**src/rtl/uart_rx_pkg.sv**
```systemverilog
// Shared definitions for the UART receive engine: FSM encoding,
// push_data_o field positions, data-width encodings and the vote helper.
`timescale 1ns/1ps
package uart_rx_pkg;

  // Receive FSM states
  typedef enum logic [2:0] {
    ST_IDLE      = 3'd0,
    ST_START     = 3'd1,
    ST_DATA      = 3'd2,
    ST_PARITY    = 3'd3,
    ST_STOP      = 3'd4,
    ST_PUSH      = 3'd5,
    ST_WAIT_HIGH = 3'd6
  } rx_state_e;

  // Field positions inside push_data_o = {data[7:0], parity_err, framing_err, break}
  localparam int DATA_MSB = 10;
  localparam int DATA_LSB = 3;
  localparam int PE       = 2;
  localparam int FE       = 1;
  localparam int BI       = 0;

  // data_bits encodings (character width = data_bits + 5)
  localparam logic [1:0] BITS_5 = 2'd0;
  localparam logic [1:0] BITS_6 = 2'd1;
  localparam logic [1:0] BITS_7 = 2'd2;
  localparam logic [1:0] BITS_8 = 2'd3;

  // Two-out-of-three majority
  function automatic logic maj3(input logic a, input logic b, input logic c);
    return (a & b) | (a & c) | (b & c);
  endfunction

endpackage

```
**src/rtl/uart_rx_sync_vote.sv**
```systemverilog
// Brings the asynchronous serial line into the clk domain and produces the
// 3-sample majority bit around the middle of each bit period.
`timescale 1ns/1ps
module uart_rx_sync_vote
  import uart_rx_pkg::*;
#(
  parameter int OVS   = 16,
  parameter int CNT_W = 5
) (
  input  logic             clk,
  input  logic             wb_rst_i,
  input  logic             enable,
  input  logic             srx_pad_i,
  input  logic [CNT_W-1:0] cnt,
  output logic             rxs,
  output logic             vote_bit,
  output logic             vote_pt
);

  logic sync_q1, sync_q2;
  logic samp_a, samp_b;

  // Two-flop synchroniser; idle line level is 1
  always_ff @(posedge clk or posedge wb_rst_i) begin
    if (wb_rst_i) begin
      sync_q1 <= 1'b1;
      sync_q2 <= 1'b1;
    end else begin
      sync_q1 <= srx_pad_i;
      sync_q2 <= sync_q1;
    end
  end

  assign rxs = sync_q2;

  // Capture the first two of the three mid-bit samples
  always_ff @(posedge clk or posedge wb_rst_i) begin
    if (wb_rst_i) begin
      samp_a <= 1'b1;
      samp_b <= 1'b1;
    end else if (enable) begin
      if (cnt == CNT_W'(OVS/2 + 1)) samp_a <= rxs;
      if (cnt == CNT_W'(OVS/2))     samp_b <= rxs;
    end
  end

  // Third sample is the live line; the decision is made on this tick
  always_comb begin
    vote_pt  = enable && (cnt == CNT_W'(OVS/2 - 1));
    vote_bit = maj3(samp_a, samp_b, rxs);
  end

endmodule

```
**src/rtl/uart_rx_engine.sv**
```systemverilog
// UART receive engine: start detection, majority-voted bit sampling,
// 5-8 data bits, optional parity, break detection, push to an external
// RX FIFO and character timeout.
// Push interface: push_o is a one-clk strobe qualified by push_ready_i
// sampled in the PUSH state; when not ready the character is dropped and
// overrun_o pulses instead. push_data_o is stable while push_o is high.
`timescale 1ns/1ps
module uart_rx_engine
  import uart_rx_pkg::*;
#(
  parameter int OVS      = 16,
  parameter int CNT_W    = 5,
  parameter int TO_CHARS = 4,
  parameter int TO_W     = 12
) (
  input  logic        clk,
  input  logic        wb_rst_i,
  input  logic        enable,
  input  logic        rx_reset,
  input  logic        srx_pad_i,
  input  logic [1:0]  data_bits,
  input  logic        parity_en,
  input  logic        even_par,
  input  logic        stick_par,
  input  logic        push_ready_i,
  input  logic        fifo_pop_i,
  input  logic        fifo_empty_i,
  output logic        push_o,
  output logic [10:0] push_data_o,
  output logic        overrun_o,
  output logic        timeout_o,
  output logic        rx_busy_o
);

  localparam logic [TO_W-1:0] TO_UNIT = TO_W'(TO_CHARS * OVS);

  rx_state_e        state_q, state_d;
  logic [CNT_W-1:0] cnt_q;
  logic [2:0]       bitcnt_q;
  logic [7:0]       shift_q, shift_in;
  logic             par_q, pe_q;
  logic             rxs, vote_bit, vote_pt, bit_end;
  logic [3:0]       char_bits;
  logic [TO_W-1:0]  to_reload, to_cnt_q, to_eff;
  logic             to_fresh_q;

  uart_rx_sync_vote #(.OVS(OVS), .CNT_W(CNT_W)) u_sync_vote (
    .clk       (clk),
    .wb_rst_i  (wb_rst_i),
    .enable    (enable),
    .srx_pad_i (srx_pad_i),
    .cnt       (cnt_q),
    .rxs       (rxs),
    .vote_bit  (vote_bit),
    .vote_pt   (vote_pt)
  );

  // Last oversample tick of the current bit; voted bit placed at the top of the active width
  always_comb begin
    bit_end  = enable && (cnt_q == '0);
    shift_in = shift_q >> 1;
    shift_in[{1'b1, data_bits}] = vote_bit;
  end

  // FSM state register
  always_ff @(posedge clk or posedge wb_rst_i) begin
    if (wb_rst_i) state_q <= ST_IDLE;
    else          state_q <= state_d;
  end

  // FSM next-state logic
  always_comb begin
    state_d = state_q;
    case (state_q)
      ST_IDLE:      if (enable && !rxs) state_d = ST_START;
      ST_START:     if (vote_pt && vote_bit) state_d = ST_IDLE;
                    else if (bit_end) state_d = ST_DATA;
      ST_DATA:      if (bit_end && bitcnt_q == '0) state_d = parity_en ? ST_PARITY : ST_STOP;
      ST_PARITY:    if (bit_end) state_d = ST_STOP;
      ST_STOP:      if (vote_pt) state_d = ST_PUSH;
      ST_PUSH:      state_d = push_data_o[FE] ? ST_WAIT_HIGH : ST_IDLE;
      ST_WAIT_HIGH: if (enable && rxs) state_d = ST_IDLE;
      default:      state_d = ST_IDLE;
    endcase
    if (rx_reset) state_d = ST_IDLE;
  end

  assign rx_busy_o = (state_q != ST_IDLE);

  // Bit timing, character assembly, status and push strobes
  always_ff @(posedge clk or posedge wb_rst_i) begin
    if (wb_rst_i) begin
      cnt_q       <= CNT_W'(OVS - 1);
      bitcnt_q    <= '0;
      shift_q     <= '0;
      par_q       <= 1'b0;
      pe_q        <= 1'b0;
      push_data_o <= '0;
      push_o      <= 1'b0;
      overrun_o   <= 1'b0;
    end else begin
      push_o    <= 1'b0;
      overrun_o <= 1'b0;
      if (rx_reset) begin
        cnt_q    <= CNT_W'(OVS - 1);
        bitcnt_q <= '0;
        shift_q  <= '0;
      end else begin
        if (state_q == ST_IDLE || state_q == ST_PUSH || state_q == ST_WAIT_HIGH)
          cnt_q <= CNT_W'(OVS - 1);
        else if (enable)
          cnt_q <= (cnt_q == '0) ? CNT_W'(OVS - 1) : cnt_q - 1'b1;
        case (state_q)
          ST_START: if (bit_end) begin
            bitcnt_q <= {1'b1, data_bits};
            shift_q  <= '0;
            par_q    <= 1'b0;
            pe_q     <= 1'b0;
          end
          ST_DATA: begin
            if (vote_pt) shift_q <= shift_in;
            if (bit_end && bitcnt_q != '0) bitcnt_q <= bitcnt_q - 1'b1;
          end
          ST_PARITY: begin
            if (vote_pt) par_q <= vote_bit;
            if (bit_end)
              pe_q <= stick_par ? (par_q == even_par) : ((^shift_q ^ par_q) == even_par);
          end
          ST_STOP: if (vote_pt)
            push_data_o <= {shift_q, pe_q, ~vote_bit,
                            ~vote_bit & (shift_q == 8'd0) & ~(parity_en & par_q)};
          ST_PUSH: begin
            push_o    <= push_ready_i;
            overrun_o <= ~push_ready_i;
          end
          default: ;
        endcase
      end
    end
  end

  // Timeout reload is one full character time (start+data+parity+stop) times TO_CHARS
  always_comb begin
    char_bits = 4'(data_bits) + 4'd7 + 4'(parity_en);
    to_reload = TO_UNIT * TO_W'(char_bits);
    to_eff    = to_fresh_q ? to_reload : to_cnt_q;
    timeout_o = (to_eff == '0) && !fifo_empty_i;
  end

  // Timeout counter; right after reset it reads as the reload value
  always_ff @(posedge clk or posedge wb_rst_i) begin
    if (wb_rst_i) begin
      to_cnt_q   <= '0;
      to_fresh_q <= 1'b1;
    end else begin
      to_fresh_q <= 1'b0;
      if (push_o || fifo_pop_i || fifo_empty_i || rx_reset)
        to_cnt_q <= to_reload;
      else if (enable && to_eff != '0)
        to_cnt_q <= to_eff - 1'b1;
      else
        to_cnt_q <= to_eff;
    end
  end

endmodule

```
**config.mk**
```make
export PLATFORM = sky130hd
export DESIGN_NAME = uart_rx_engine
export DESIGN_NICKNAME = d
export VERILOG_FILES = /design/src/rtl/uart_rx_pkg.sv /design/src/rtl/uart_rx_sync_vote.sv /design/src/rtl/uart_rx_engine.sv
export SDC_FILE = /design/constraint.sdc
export NUM_CORES = 1
export LEC_CHECK = 0
export ABC_AREA = 1
export BUFFER_PORTS_ARGS = -buffer_cell sky130_fd_sc_hd__buf_2
export CORE_UTILIZATION = 43
export DETAILED_ROUTE_END_ITERATION = 10
export PLACE_DENSITY = 0.63
export SETUP_SLACK_MARGIN = 0.4
export SLEW_MARGIN = 25
export SYNTH_ARGS = -nofsm -noshare
export SYNTH_HDL_FRONTEND = slang
export SYNTH_SLANG_ARGS = --single-unit
```
**constraint.sdc**
```tcl
create_clock -name clk -period 1.76 [get_ports clk]
set_input_delay 0 -clock clk [delete_from_list [all_inputs] [get_ports clk]]
set_output_delay 0 -clock clk [all_outputs]
set_load 0.05 [all_outputs]
```
==> metrics.md, run 1 <==
| Metric | Value |
|---|---|
| Worst VDD drop | `~0.73 mV` |
| Max Transition Viols Final | `0` |
| Largest net degree at the start of global routing | `52` |
| Setup violators final | `14` |
| DR WL/cell | `around 14 µm` |
| Hold Path Class | `in2reg` |
| Fin util | `70.1%` |
| Synth area leader | `dfrtp_1` |
| Tot GR Track Use | `between 20% and 30%` |
| P_sw | `1.49 mW` |
| H-Tree Depth | `2` |
| Number of flops mapped to enable cells by yosys | `0` |
| Total of max-cap violations | `0` |
| Top FF cell, synth | `dfrtp_1` |
| Internal power | `2.50 mW` |
| Antenna Nets Post-Route | `0` |
| CP bufs+invs | `5` |
| Post-synthesis sequential area ratio | `between 40% and 50%` |
| Top delay family on crit path | `flip-flops` |
| Synth Register Bits | `51` |
| Synth top area cells | `dfrtp_1 33%, nand2_1 15%, dfstp_2 7.4%` |
| Crit. End Element | `output port` |
| Post-Synth Adder-Cell Area | `under 10%` |
| Slowest CP cell | `dfstp_2` |
| Syn nets | `around 450` |
| RSZ-0062 raised after global routing | `yes` |
| Site Rows | `30` |
| Initial DRC count | `110` |
| Max Root-Sink Buffers | `2` |
| Root buf cell | `clkbuf_8` |
| Die area | `7740 µm²` |
| Leakage | `~2.4 nW` |
| Complex-gate fraction of the synthesized area | `11.5%` |
| PnR worst setup slack | `-147 ps` |
| Net count, final | `between 500 and 600` |
| Gr ovfl total | `0` |
| Netlist cell types | `37` |
| Placed instance area | `3750 µm²` |
| TritonRoute pass-1 iters | `4` |
| XOR/XNOR Fraction of Synth Area | `2.20%` |
| Initial Util | `45.5%` |
| Run status | `finished with violations` |
| Vias per inst | `around 5.1` |
| Layout cells sized above 1 | `51.1%` |
| Seq pwr share | `between 30% and 40%` |
| RD Place Congestion | `0.859` |
| Critical Path Max Stage Delay | `610 ps` |
| Diode count | `0` |
| Crit path cell chain | `inv_6 > buf_6 > nand2_4 > buf_6 > nand3_4 > nor2_4 > nand3_4 > buf_6 > nor2_4 > buf_6` |
| Final Cell Area | `4890 µm²` |
| Synth-to-layout area growth | `53.9%` |
| Mux cell area share after synthesis | `0%` |
| Hold WS | `4.36 ps` |
| DRC | `0` |
| Final hold vios | `0` |
| Fmax | `524 MHz` |
| Fin Setup TNS | `-866 ps` |
| Die X | `approximately 90 µm` |
| Hpwl dp | `5380 µm` |
| FILL cells | `549` |
| Area occupied by multi-input gates | `2300 µm²` |
| Wire length of the first global-routing pass | `14100 µm` |
| Later-pin clock latency in the skew report | `310 ps` |
| Avg Inst Size Synth | `7.53 µm²` |
| Ys async rst share | `100%` |
| CP required | `1760 ps` |
| Core Region | `6980 µm²` |
| Vias | `3149` |
| Setup CP Type | `reg2out` |
| Largest family of logic cells by synthesized area | `simple AND/OR/NAND/NOR gates` |
| Die Y | `88.0 µm` |
| CTS sink count | `between 50 and 60` |
| Yosys warns | `0` |
| Storage cell area | `1290 µm²` |
| Critical path arrival | `1910 ps` |
| Post-Syn Area | `3180 µm²` |
| Area share of and/or/nand/nor cells after synthesis | `30.7%` |
| Cell Pwr Density | `816 nW/µm²` |
| Clk pwr share | `roughly 24%` |
| Num CTS Buffers | `5` |
| CP most frequent cell | `buf_6` |
| Initial antenna violation count | `0` |
| IO Count | `28` |
| Vias in the first global route | `3030` |
| Clock-pin slew on the worst setup and hold paths | `100 ps` |
| Switch share | `37.3%` |
| Port-buffer cells | `27` |
| Startpoint Class | `register` |
| Clock tree from TritonCTS | `built` |
| Failing checks | `negative setup slack` |
| Post-synth top area share | `around 33%` |
| Crit-path max FO | `4` |
| Total Routed Length | `roughly 8900 µm` |
| Tmin final | `1910 ps` |
| Clock skew | `12.1 ps` |
| Final Cycle Share | `108%` |
| Comb pwr share | `42.0%` |
| Cell count after synthesis | `422` |
## cell usage after synthesis, types with 5 or more instances
master / number
o21ai_2: 9
nor3_1: 7
nand4_1: 8
nor2_1: 32
o21ai_0: 28
nand2_2: 5
nand3_1: 29
inv_2: 5
buf_6: 5
dfstp_2: 9
nand2_1: 125
xor2_1: 6
inv_1: 50
a21oi_1: 15
ha_1: 14
dfrtp_1: 42
## logic make-up after synthesis
family	Yosys count
XOR/XNOR	8
AND/OR/NAND/NOR	220
other	1
adder cells (fa/ha/maj)	14
buffers and inverters	65
AO/OA/AOI/OAI	63
flip-flops	51
## final cells by class
class / instances / area share (%)
multi-input cells: 308 / 46.9
flip-flops and latches: 51 / 26.3
repair buffers: 100 / 16.4
inverters: 56 / 4.83
well taps: 96 / 2.46
clock buffers: 5 / 1.41
clock inverters: 3 / 1.38
repair inverters: 1 / 0.230
## state kept, by name (all words and copies together), names as in the netlist
signal and flops:
par_q 1, shift_q 8, push_o 1, to_fresh_q 1, bitcnt_q 3, u_sync_vote.sync_q1 1
cnt_q 5, u_sync_vote.samp_a 1, u_sync_vote.samp_b 1, push_data_o 11, state_q 3, overrun_o 1
u_sync_vote.rxs 1, pe_q 1, to_cnt_q 12
## layout by cell type, fill, tap and decap left out, drive strengths merged
cell,n
or2,2
conb,1
dfrtp,42
xnor2,2
a31oi,1
nor3,9
buf,96
nand2b,2
dfstp,9
a21oi,15
xor2,6
o21ai,40
o221ai,1
nor2,36
nand4,8
clkinvlp,2
bufinv,2
inv,56
o311ai,1
nand3,30
nand3b,1
ha,14
nor3b,1
o31ai,2
o22ai,3
nor4,1
dlygate4sd3,4
clkbuf,5
nand2,132
## routing by layer
layer | wire, µm | global-route usage (%) | vias up
met3 | 266 | 3.96 | 12
met5 | 0 | 0 | -
met1 | 3950 | 29.6 | 1518
li1 | - | - | 1557
met4 | 115 | 6.71 | 0
met2 | 4590 | 42.3 | 62
## per-stage QoR
| step | power (mW) | worst slack, ps | cells |
|---|---|---|---|
| after global placement | 2.45 | -237 | 563 |
| after floorplan | 2.23 | -14.1 | 422 |
| after CTS | 3.78 | -131 | 607 |
| after global routing | 4.21 | -219 | 620 |
| after detailed placement | 2.47 | -297 | 563 |
| final | 3.99 | -147 | 620 |
## power by group through the flow
stage               combinational (mW)  clock (mW)  sequential (mW)
floorplan                        0.896           0             1.34
global placement                  1.09           0             1.35
detailed placement                1.12           0             1.35
CTS                               1.44        1.00             1.34
global route                      1.81        1.05             1.35
finish                            1.68       0.975             1.34
## worst register-to-register path: stages (launching register included)
cell	delay (ps)
dfstp_2	610
inv_6	70
buf_6	120
nand2_4	60
buf_6	100
nand3_4	60
nor2_4	130
nand3_4	100
buf_6	120
buf_6	120
nand2_8	90
buf_4	120
a21oi_2	40
## path summary, 6_finish.rpt
kind	cells after the start	slack, ps	endpoint	from
hold reg to reg	0	360	u_sync_vote.rxs$_DFF_PP1_	u_sync_vote.sync_q1$_DFF_PP1_
setup / recovery	10	-150	timeout_o	to_fresh_q$_DFF_PP1_
hold / removal	3	4	shift_q[7]$_DFFE_PP0P_	data_bits[1]
max in group asynchronous	4	1190	u_sync_vote.sync_q1$_DFF_PP1_	wb_rst_i
min in group asynchronous	4	280	shift_q[4]$_DFFE_PP0P_	wb_rst_i
setup reg to reg	12	-90	to_cnt_q[0]$_DFF_PP0_	to_fresh_q$_DFF_PP1_
## what timing repair did
item                                    CTS  global route
pin swaps                                41            24
hold endpoints to repair                 55             0
hold buffers                              4             0
endpoints found under the setup margin   44            46
gates resized for setup                 109            60
setup buffers                            30            12
cloned                                    2             1
Note: power is estimated with default switching activity, not from simulation.
==> inputs of run 2 (changes only) <==
--- a/config.mk
+++ b/config.mk
@@ -8,10 +8,12 @@
 export ABC_AREA = 1
 export BUFFER_PORTS_ARGS = -buffer_cell sky130_fd_sc_hd__buf_2
 export CORE_UTILIZATION = 43
+export CTS_BUF_LIST = sky130_fd_sc_hd__clkbuf_2 sky130_fd_sc_hd__clkbuf_4 sky130_fd_sc_hd__clkbuf_8
 export DETAILED_ROUTE_END_ITERATION = 10
 export PLACE_DENSITY = 0.63
 export SETUP_SLACK_MARGIN = 0.4
 export SLEW_MARGIN = 25
 export SYNTH_ARGS = -nofsm -noshare
 export SYNTH_HDL_FRONTEND = slang
+export SYNTH_HIERARCHICAL = 1
 export SYNTH_SLANG_ARGS = --single-unit
==> metrics.md, run 2 <==
| Metric | Value |
|---|---|
| Run status | `finished with violations` |
| Failing checks | `negative setup slack` |
| Number of flops mapped to enable cells by yosys | `0 (unchanged)` |
| Final Cycle Share | `114% (+5.8 points)` |
| Finished Layout Cells | `590 (-4.8%)` |
| Num CTS Buffers | `5 (unchanged)` |
| Gr ovfl total | `0 (unchanged)` |
| Post-Syn Area | `3080 µm² (-3.2%)` |
| IO Count | `28 (unchanged)` |
| Largest regs | `to_cnt_q: 12 flops, push_data_o: 11 flops, shift_q: 8 flops` |
| Avg Inst Size Synth | `7.54 µm² (+0.13%)` |
| Largest net degree at the start of global routing | `22 (-58%)` |
| Synth-to-layout area growth | `43.3%` |
| Clock skew | `9.25 ps (-2.87 ps)` |
| Final hold vios | `0 (unchanged)` |
| Die area | `7500 µm² (-3.1%)` |
| Commonest cells after routing, fill and taps aside | `84 x nand2_1, 42 x dfrtp_1, 40 x inv_1, 30 x buf_4` |
| Synth Register Bits | `51 (unchanged)` |
| Die X | `86.6 µm (-1.6%)` |
| Synth area leader | `dfrtp_1` |
| Diode count | `0 (unchanged)` |
| Initial DRC count | `106 (-3.6%)` |
| Crit. End Element | `register` |
| Commonest non-fill, non-tap cell in the layout | `nand2_1` |
| Core Region | `6870 µm² (-1.6%)` |
| Clock-pin slew on the worst setup and hold paths | `100 ps (about the same)` |
| Pwr Total | `3.36 mW (-16%)` |
| Reg with most FFs | `to_cnt_q` |
| CTS sink count | `51 (unchanged)` |
| Top-count cell post-synth | `nand2_1` |
| Layout cells sized above 1 | `42.3% (-8.8 points)` |
| Post-synth top area share | `34.2% (+1.1 points)` |
| Later-pin clock latency in the skew report | `310 ps (about the same)` |
| Critical path arrival | `2210 ps (+300 ps)` |
| Max reg flops | `12 (unchanged)` |
| Max Transition Viols Final | `0 (unchanged)` |
| Crit-path max FO | `8 (+4)` |
| Setup violators final | `19 (+5)` |
| Worst VDD drop | `0.784 mV (+6.9%)` |
| Cell count after synthesis | `408 (-3.3%)` |
| Initial antenna violation count | `0 (unchanged)` |
| Tmin final | `2010 ps (+102 ps)` |
| Placed Instances | `551 (-2.1%)` |
| Reg2Reg Launch Point | `to_fresh_q$_DFF_PP1_` |
| Syn nets | `432 (-3.8%)` |
| Hold Crit Start | `enable` |
| Slew margin rel. | `64.4%` |
| Leakage | `2.19 nW (-7.9%)` |
| Met1 wire length | `3610 µm (-8.8%)` |
| Top post-synthesis cells by count | `101 x nand2_1, 60 x inv_1, 42 x dfrtp_1` |
| RSZ-0062 raised after global routing | `yes` |
| Setup CP Type | `reg2reg` |
| Crit path cell chain | `inv_8 > nand2_8 > ha_4 > inv_2 > nor2_2 > nand2_1 > nor2_2 > nand2_2 > buf_6 > nor2_4 > nor2_4 > buf_6 > nand2_1 > a21oi_2` |
| Critical Path Start | `to_fresh_q$_DFF_PP1_` |
| Tot GR Track Use | `22.7% (-1.1 points)` |
| Fmax | `498 MHz (-5.1%)` |
| Port-buffer cells | `27 (unchanged)` |
| DR WL/cell | `13.2 µm (-8.4%)` |
| Top FF cell, synth | `dfrtp_1` |
| CP required | `1960 ps (+200 ps)` |
| Net count, final | `517 (-6.0%)` |
| Root buf cell | `clkbuf_8` |
| Antenna Nets Post-Route | `0 (unchanged)` |
| Slowest CP cell | `dfstp_2` |
| Fin Setup TNS | `-2960 ps (-2090 ps)` |
| Yosys warns | `6 (+6)` |
| Ys async rst share | `100% (unchanged)` |
| H-Tree Depth | `2 (unchanged)` |
| Vias | `2942 (-6.6%)` |
| Met3 wire len | `221 µm (-17%)` |
| Startpoint Class | `register` |
| Max Root-Sink Buffers | `2 (unchanged)` |
| Critical Path Max Stage Delay | `650 ps (+40 ps)` |
| TritonRoute pass-1 iters | `4 (unchanged)` |
| Vias in the first global route | `2876 (-5.1%)` |
| Site Rows | `30 (unchanged)` |
| Synth top area cells | `dfrtp_1 34%, nand2_1 12%, dfstp_2 7.7%` |
| Hold Path Class | `in2reg` |
| Hpwl dp | `5210 µm (-3.1%)` |
| Clock tree from TritonCTS | `built` |
| Post-synthesis sequential area ratio | `41.8% (+1.3 points)` |
| Die Y | `86.6 µm (-1.6%)` |
| PnR worst setup slack | `-249 ps (-102 ps)` |
| Vias per inst | `4.99 (-1.8%)` |
| RD Place Congestion | `0.874 (+1.8%)` |
| Initial Util | `44.8% (-0.73 points)` |
| Cell Pwr Density | `763 nW/µm² (-6.5%)` |
| Wire length of the first global-routing pass | `13400 µm (-4.8%)` |
| DR WL met2 | `3880 µm (-16%)` |
| Netlist cell types | `39 (+5.4%)` |
| DR top layer | `met4` |
| Total Routed Length | `7790 µm (-13%)` |
| Tightest Pin Transition | `approximately 530 ps` |
| Total of max-cap violations | `0 (unchanged)` |
| DRC | `0 (unchanged)` |
-- run 2: stage by stage --
step                      utilization [%]  setup WS [ps]  cell area [µm²]  hold slack (ps)
after global routing                 64.2           -377             4410             26.4
final                                64.2           -249             4410             12.0
after detailed placement             53.4           -119             3670             55.5
after floorplan                         -           -125             3250            -44.8
after global placement               53.4          -70.2             3670             49.0
after CTS                            62.4           -216             4280             4.28
-- run 2: final timing paths --
check,end,slack [ps],cells after the start
setup reg to reg,to_cnt_q[4]$_DFF_PP0_,-250,14
hold / removal,cnt_q[2]$_DFFE_PP1P_,10,3
setup / recovery,to_cnt_q[4]$_DFF_PP0_,-250,14
hold reg to reg,u_sync_vote/rxs$_DFF_PP1_,370,0
min in group asynchronous,push_data_o[7]$_DFFE_PP0P_,260,3
max in group asynchronous,cnt_q[2]$_DFFE_PP1P_,870,4
-- run 2: layer usage --
| metal | GRT usage (%) | vias up |
|---|---|---|
| met5 | 0 | - |
| met4 | 6.52 | 0 |
| li1 | - | 1482 |
| met1 | 30.6 | 1401 |
| met3 | 2.95 | 8 |
| met2 | 38.2 | 51 |
-- run 2: repair_timing --
action,in CTS,in global routing
hold buffers,5,0
endpoints found under the hold margin,28,0
pin swaps,23,16
resized for setup,57,27
cloned,5,0
endpoints found under the setup margin,42,42
buffers inserted,17,4
-- run 2: cells by family after synthesis --
family / count (synthesis) / synth area share (%)
AND/OR/NAND/NOR: 209 / 30.3
buffers and inverters: 73 / 10.0
AO/OA/AOI/OAI: 56 / 10.9
flip-flops: 51 / 41.8
adder cells (fa/ha/maj): 12 / 4.80
XOR/XNOR: 6 / 1.95
other: 1 / 0.122
-- run 2: area by class of cell --
cell class | count | area [µm²]
flip-flops and latches | 51 | 1290
multi-input cells | 285 | 1850
well taps | 96 | 120
clock inverters | 3 | 27.5
fillers | 595 | 2460
repair buffers | 84 | 788
clock buffers | 5 | 68.8
inverters | 66 | 263
-- run 2: power breakdown --
part	internal [mW]	switching [mW]
Sequential	1.27	0.0929
Clock	0.293	0.452
Combinational	0.491	0.761
Total	2.06	1.31
-- run 2: critical path, delay by kind of cell, from the launching register on --
kind / cells / cell delay [ps]
and+or+nand+nor: 8 / 720
adders and majority gates: 1 / 120
buffers and inverters: 4 / 350
DFF: 1 / 650
AOI/OAI and AO/OA: 1 / 50
